$ cat config.mk
export PLATFORM = sky130hd
export DESIGN_NAME = keypad_entry
export DESIGN_NICKNAME = d
export VERILOG_FILES = /design/src/rtl/keypad_pkg.sv /design/src/rtl/keypad_scanner.sv /design/src/rtl/keypad_entry.sv
export SDC_FILE = /design/constraint.sdc
export NUM_CORES = 1
export LEC_CHECK = 0
export BUFFER_PORTS_ARGS = -buffer_cell sky130_fd_sc_hd__clkbuf_2
export CELL_PAD_IN_SITES_DETAIL_PLACEMENT = 0
export CELL_PAD_IN_SITES_GLOBAL_PLACEMENT = 1
export CORE_ASPECT_RATIO = 1.4
export CORE_MARGIN = 2
export CORE_UTILIZATION = 39
export CTS_CLUSTER_SIZE = 12
export DETAILED_ROUTE_END_ITERATION = 7
export GPL_ROUTABILITY_DRIVEN = 0
export PLACE_DENSITY_LB_ADDON = 0.25
export SLEW_MARGIN = 0
export SYNTH_ARGS = -nofsm -noshare
export SYNTH_HDL_FRONTEND = slang
export SYNTH_SLANG_ARGS = --single-unit
$ cat constraint.sdc
create_clock -name clk -period 3.9 [get_ports clk]
set_input_delay 0.78 -clock clk [delete_from_list [all_inputs] [get_ports clk]]
set_output_delay 0.78 -clock clk [all_outputs]
set_load 0.03 [all_outputs]
$ cat src/rtl/keypad_pkg.sv
// Shared state type, special key codes and the physical key map for the
// 4x4 matrix keypad entry path.
package keypad_pkg;

  typedef enum logic [1:0] {
    SCAN,
    PRESS_DB,
    HELD,
    RELEASE_DB
  } kp_state_t;

  localparam logic [3:0] KEY_STAR = 4'hE;
  localparam logic [3:0] KEY_HASH = 4'hF;

  // Layout: rows 1 2 3 A / 4 5 6 B / 7 8 9 C / * 0 # D, columns 0..3.
  function automatic logic [3:0] kp_map(input logic [1:0] row_idx,
                                        input logic [1:0] col_idx);
    logic [3:0] code;
    code = 4'h0;
    case ({row_idx, col_idx})
      4'h0: code = 4'h1;
      4'h1: code = 4'h2;
      4'h2: code = 4'h3;
      4'h3: code = 4'hA;
      4'h4: code = 4'h4;
      4'h5: code = 4'h5;
      4'h6: code = 4'h6;
      4'h7: code = 4'hB;
      4'h8: code = 4'h7;
      4'h9: code = 4'h8;
      4'hA: code = 4'h9;
      4'hB: code = 4'hC;
      4'hC: code = KEY_STAR;
      4'hD: code = 4'h0;
      4'hE: code = KEY_HASH;
      4'hF: code = 4'hD;
      default: code = 4'h0;
    endcase
    return code;
  endfunction

endpackage

$ cat src/rtl/keypad_scanner.sv
// Column scanner with row synchronizer, press/release debounce and a
// single-cycle key_valid pulse per physical press.
module keypad_scanner
  import keypad_pkg::*;
#(
  parameter int SCAN_DIV        = 50000,
  parameter int DEBOUNCE_CYCLES = 500000
) (
  input  logic       clk,
  input  logic       rst_n,
  input  logic [3:0] row,
  output logic [3:0] col,
  output logic [3:0] key_code,
  output logic       key_valid
);

  localparam int CNT_MAX = (SCAN_DIV > DEBOUNCE_CYCLES) ? SCAN_DIV : DEBOUNCE_CYCLES;
  localparam int CNT_W   = $clog2(CNT_MAX + 1);
  localparam logic [CNT_W-1:0] DWELL_LAST = CNT_W'(SCAN_DIV - 1);
  // The cycle that enters a debounce state already counts as the first stable one.
  localparam logic [CNT_W-1:0] DB_LAST    = CNT_W'(DEBOUNCE_CYCLES - 2);

  kp_state_t        state_q;
  logic [3:0]       row_meta_q;
  logic [3:0]       row_s_q;
  logic [1:0]       col_idx_q;
  logic [1:0]       col_idx_d;
  logic [3:0]       col_q;
  logic [CNT_W-1:0] cnt_q;
  logic [1:0]       row_idx_q;
  logic [1:0]       low_row_idx;
  logic [3:0]       key_code_q;
  logic             key_valid_q;
  logic             all_high;

  assign col_idx_d = col_idx_q + 2'd1;
  assign all_high  = &row_s_q;

  always_ff @(posedge clk) begin
    if (!rst_n) begin
      row_meta_q <= 4'hF;
      row_s_q    <= 4'hF;
    end else begin
      row_meta_q <= row;
      row_s_q    <= row_meta_q;
    end
  end

  always_comb begin
    low_row_idx = 2'd0;
    casez (row_s_q)
      4'b???0: low_row_idx = 2'd0;
      4'b??01: low_row_idx = 2'd1;
      4'b?011: low_row_idx = 2'd2;
      4'b0111: low_row_idx = 2'd3;
      default: low_row_idx = 2'd0;
    endcase
  end

  always_ff @(posedge clk) begin
    if (!rst_n) begin
      state_q     <= SCAN;
      col_idx_q   <= 2'd0;
      col_q       <= 4'b1110;
      cnt_q       <= '0;
      row_idx_q   <= 2'd0;
      key_code_q  <= 4'h0;
      key_valid_q <= 1'b0;
    end else begin
      key_valid_q <= 1'b0;
      unique case (state_q)
        SCAN: begin
          if (cnt_q == DWELL_LAST) begin
            cnt_q <= '0;
            if (!all_high) begin
              row_idx_q <= low_row_idx;
              state_q   <= PRESS_DB;
            end else begin
              col_idx_q <= col_idx_d;
              col_q     <= ~(4'b0001 << col_idx_d);
            end
          end else begin
            cnt_q <= cnt_q + CNT_W'(1);
          end
        end
        PRESS_DB: begin
          if (row_s_q[row_idx_q]) begin
            cnt_q   <= '0;
            state_q <= SCAN;
          end else if (cnt_q == DB_LAST) begin
            cnt_q       <= '0;
            key_code_q  <= kp_map(row_idx_q, col_idx_q);
            key_valid_q <= 1'b1;
            state_q     <= HELD;
          end else begin
            cnt_q <= cnt_q + CNT_W'(1);
          end
        end
        HELD: begin
          if (all_high) begin
            cnt_q   <= '0;
            state_q <= RELEASE_DB;
          end
        end
        RELEASE_DB: begin
          if (!all_high) begin
            state_q <= HELD;
          end else if (cnt_q == DB_LAST) begin
            cnt_q     <= '0;
            col_idx_q <= col_idx_d;
            col_q     <= ~(4'b0001 << col_idx_d);
            state_q   <= SCAN;
          end else begin
            cnt_q <= cnt_q + CNT_W'(1);
          end
        end
        default: state_q <= SCAN;
      endcase
    end
  end

  assign col       = col_q;
  assign key_code  = key_code_q;
  assign key_valid = key_valid_q;

endmodule

$ cat src/rtl/keypad_entry.sv
// Keypad front end plus a two-digit BCD entry register and its binary value,
// feeding the display controller and downstream logic.
module keypad_entry
  import keypad_pkg::*;
#(
  parameter int SCAN_DIV        = 50000,
  parameter int DEBOUNCE_CYCLES = 500000
) (
  input  logic       clk,
  input  logic       rst_n,
  input  logic [3:0] row,
  output logic [3:0] col,
  output logic [3:0] key_code,
  output logic       key_valid,
  output logic [3:0] tens,
  output logic [3:0] ones,
  output logic [6:0] bin_value
);

  logic [3:0] tens_q;
  logic [3:0] ones_q;
  logic [6:0] bin_q;

  keypad_scanner #(
    .SCAN_DIV        (SCAN_DIV),
    .DEBOUNCE_CYCLES (DEBOUNCE_CYCLES)
  ) u_scanner (
    .clk       (clk),
    .rst_n     (rst_n),
    .row       (row),
    .col       (col),
    .key_code  (key_code),
    .key_valid (key_valid)
  );

  // Digits shift in from the right; * clears; letters and # leave the entry alone.
  always_ff @(posedge clk) begin
    if (!rst_n) begin
      tens_q <= 4'd0;
      ones_q <= 4'd0;
      bin_q  <= 7'd0;
    end else begin
      if (key_valid) begin
        if (key_code <= 4'd9) begin
          tens_q <= ones_q;
          ones_q <= key_code;
        end else if (key_code == KEY_STAR) begin
          tens_q <= 4'd0;
          ones_q <= 4'd0;
        end
      end
      bin_q <= ({3'b000, tens_q} << 3) + ({3'b000, tens_q} << 1) + {3'b000, ones_q};
    end
  end

  assign tens      = tens_q;
  assign ones      = ones_q;
  assign bin_value = bin_q;

endmodule

==> impl_metrics.json <==
{
  "syn_area_sq_um": 2810,
  "cts_inserted_buffers": 9,
  "grt_pass1_wl_microns": 9840,
  "rsz0062_at_grt": "false",
  "cp-startpoint": "u_scanner.row_idx_q[0]",
  "track_usage": 0.162,
  "hold_start": "u_scanner.row_meta_q[2]",
  "cp.arrival_ns": 2.70,
  "fin_crit_sh": 0.630,
  "critPathMostFrequentCell": "or3_1",
  "slew_headroom": 0.478,
  "crit_family": "simple AND/OR/NAND/NOR gates",
  "clock_path_buffers": 2,
  "final.setup_skew_ns": 0.0110,
  "setup_tns_ns": 0,
  "fin_crit_ns": 2.46,
  "grt_max_degree": 22,
  "leakage_nw": 1.27,
  "path_cells": "mux4_2, or3_1, or3_1, or2_0, a21oi_1",
  "grt_pass1_vias": 2157,
  "cts_setup_buffers": 0,
  "final_cell_area_sq_um": 3210,
  "critPathKind": "reg2reg",
  "dp_hpwl_microns": 4380,
  "peakVddDrop_uv": 251,
  "nets": 351,
  "start_util": 0.403,
  "die_h_microns": 105,
  "yosysSeqAreaShare": 0.406,
  "critical_path.max_stage_delay_ns": 0.57,
  "yosys_warnings": 0,
  "viasPerCell": 5.10,
  "insertion_delay_ns": 0.33,
  "antenna_found_initial": 0,
  "grt_overflow": 0,
  "worst_pin_slew_ns": 0.777,
  "core_area_sq_um": 6980,
  "totalWireLength_microns": 5950,
  "firstDrtPassIters": 4,
  "cts_max_level": 3,
  "vias": 2177,
  "holdCritPathClass": "reg2reg",
  "port_buffers": 29,
  "wire_per_inst_microns": 13.9,
  "timing.rr.start": "u_scanner.row_idx_q[0]",
  "final_antenna_net_count": 0,
  "syn2layout_area_growth_pct": 14.1,
  "synth-edff-count": 0,
  "synth_cell_types": 56,
  "synth.ff_latch_count": 57,
  "ys.flop_type": "dfxtp_1",
  "cp_max_fo": 10,
  "ctsHoldBuffers": 0,
  "post_cts_resize_count": 0,
  "setup_violations": 0,
  "drive_gt1_frac": 0.172,
  "critPathRequiredTime_ns": 4.14,
  "post-route-drc-count": 0,
  "clk_pin_slew_worst_paths_ns": 0.07,
  "dr.first_iter.drc_count": 60,
  "die_x_microns": 75.8,
  "critPathLaunchType": "flop",
  "post-route-util": 0.460,
  "fmax_mhz": 407,
  "synthArstFlopShare": 0,
  "whs_ns": 0.406,
  "fill_cells": 717,
  "r2r_slack_ns": 1.44,
  "critPathBufInv": 0,
  "status": "completed",
  "cts_tree": "done",
  "antenna_cells": 0,
  "die_area_sq_um": 7920,
  "cts_sinks": 57,
  "syn_nets": 321,
  "end_kind": "flop",
  "slew_viol_final": 0,
  "slowest_stage": "dfxtp_1",
  "drv_cap": 0,
  "hold_viol_final": 0,
  "synth.avg_cell_area_sq_um": 9.44,
  "pin_count": 30,
  "p_per_area_nw_per_um2": 364,
  "syn-instance-count": 298,
  "clockRootBuffer": "clkbuf_8",
  "rows": 36,
  "placedInstanceArea_sq_um": 3020
}
## state kept, by name, summed over array words and instances, names as in the netlist, 2 cells and up
name and flops:
u_scanner.key_code 4, u_scanner.col_idx_q 2, u_scanner.col 4, u_scanner.cnt_q 19, u_scanner.state_q 2, ones 4
u_scanner.row_idx_q 2, u_scanner.row_meta_q 4, tens 4, u_scanner.row_s_q 4, bin_value 7
## routing by layer
| metal | part of all wire | global-route usage |
|---|---|---|
| met5 | 0 | 0 |
| met4 | 0.0071 | 0.0677 |
| met3 | 0.029 | 0.0378 |
| met2 | 0.54 | 0.290 |
| met1 | 0.42 | 0.172 |
## synthesized netlist by cell type, types with 7 or more instances
master,number,area (sq um)
a22oi_1,7,52.6
nand3_1,8,40.0
ha_1,15,188
mux2i_1,7,70.1
o21ai_0,7,35.0
nand2_1,15,56.3
nor3_1,8,40.0
xnor2_1,11,96.3
dfxtp_1,57,1140
xor2_1,9,78.8
inv_1,10,37.5
nor2_1,33,124
a21oi_1,15,75.1
nand2b_1,11,68.8
## report_power, final
| part | switching [mW] | internal (mW) | leakage, nW |
|---|---|---|---|
| combinational | 0.0184 | 0.0105 | 0.711 |
| sequential | 0.00653 | 0.589 | 0.462 |
| clock | 0.221 | 0.324 | 0.102 |
| total | 0.246 | 0.924 | 1.27 |
## kinds of logic after synthesis
family                   Yosys count  synth area share
AO/OA/AOI/OAI                     53             0.131
XOR/XNOR                          20            0.0623
adder cells (fa/ha/maj)           17            0.0809
buffers and inverters             21            0.0365
flip-flops                        57             0.406
multiplexers                      11            0.0489
AND/OR/NAND/NOR                  119             0.235
## layout make-up
type	count	area [sq um]	share of cell area
clock buffers	12	155	0.0483
clock inverters	3	40.0	0.0125
inverters	11	41.3	0.0129
multi-input cells	220	1570	0.489
flip-flops and latches	57	1140	0.355
well taps	95	119	0.0370
repair buffers	29	145	0.0452
## layout by cell type (no fill, tap or decap), drive strengths merged, types with 5 or more instances in the layout
master / instances
dfxtp: 57
clkbuf: 41
nor2: 33
a21oi: 16
nand2: 15
ha: 15
nand2b: 11
xnor2: 11
inv: 10
xor2: 9
o21ai: 9
nand3: 8
nor3: 8
mux2i: 7
a22oi: 7
and4: 6
and2: 6
nand4: 5
a21boi: 5
nor4: 5
## per-stage QoR
| stage | instances | setup WS [ns] | power, mW |
|---|---|---|---|
| 2_1_floorplan | 298 | 1.71 | 0.629 |
| 3_3_place_gp | 412 | 1.47 | 0.637 |
| 3_5_place_dp | 412 | 1.45 | 0.638 |
| 4_1_cts | 427 | 1.42 | 1.19 |
| 5_1_grt | 427 | 1.25 | 1.22 |
| 6_report | 427 | 1.44 | 1.17 |
## worst paths after layout
path / endpoint / depth (start not counted)
min reg2reg: u_scanner.row_s_q[2] / 1
min: u_scanner.row_s_q[2] / 1
max reg2reg: u_scanner.key_code[2] / 5
max: u_scanner.key_code[2] / 5
(Power assumes the default switching activity.)
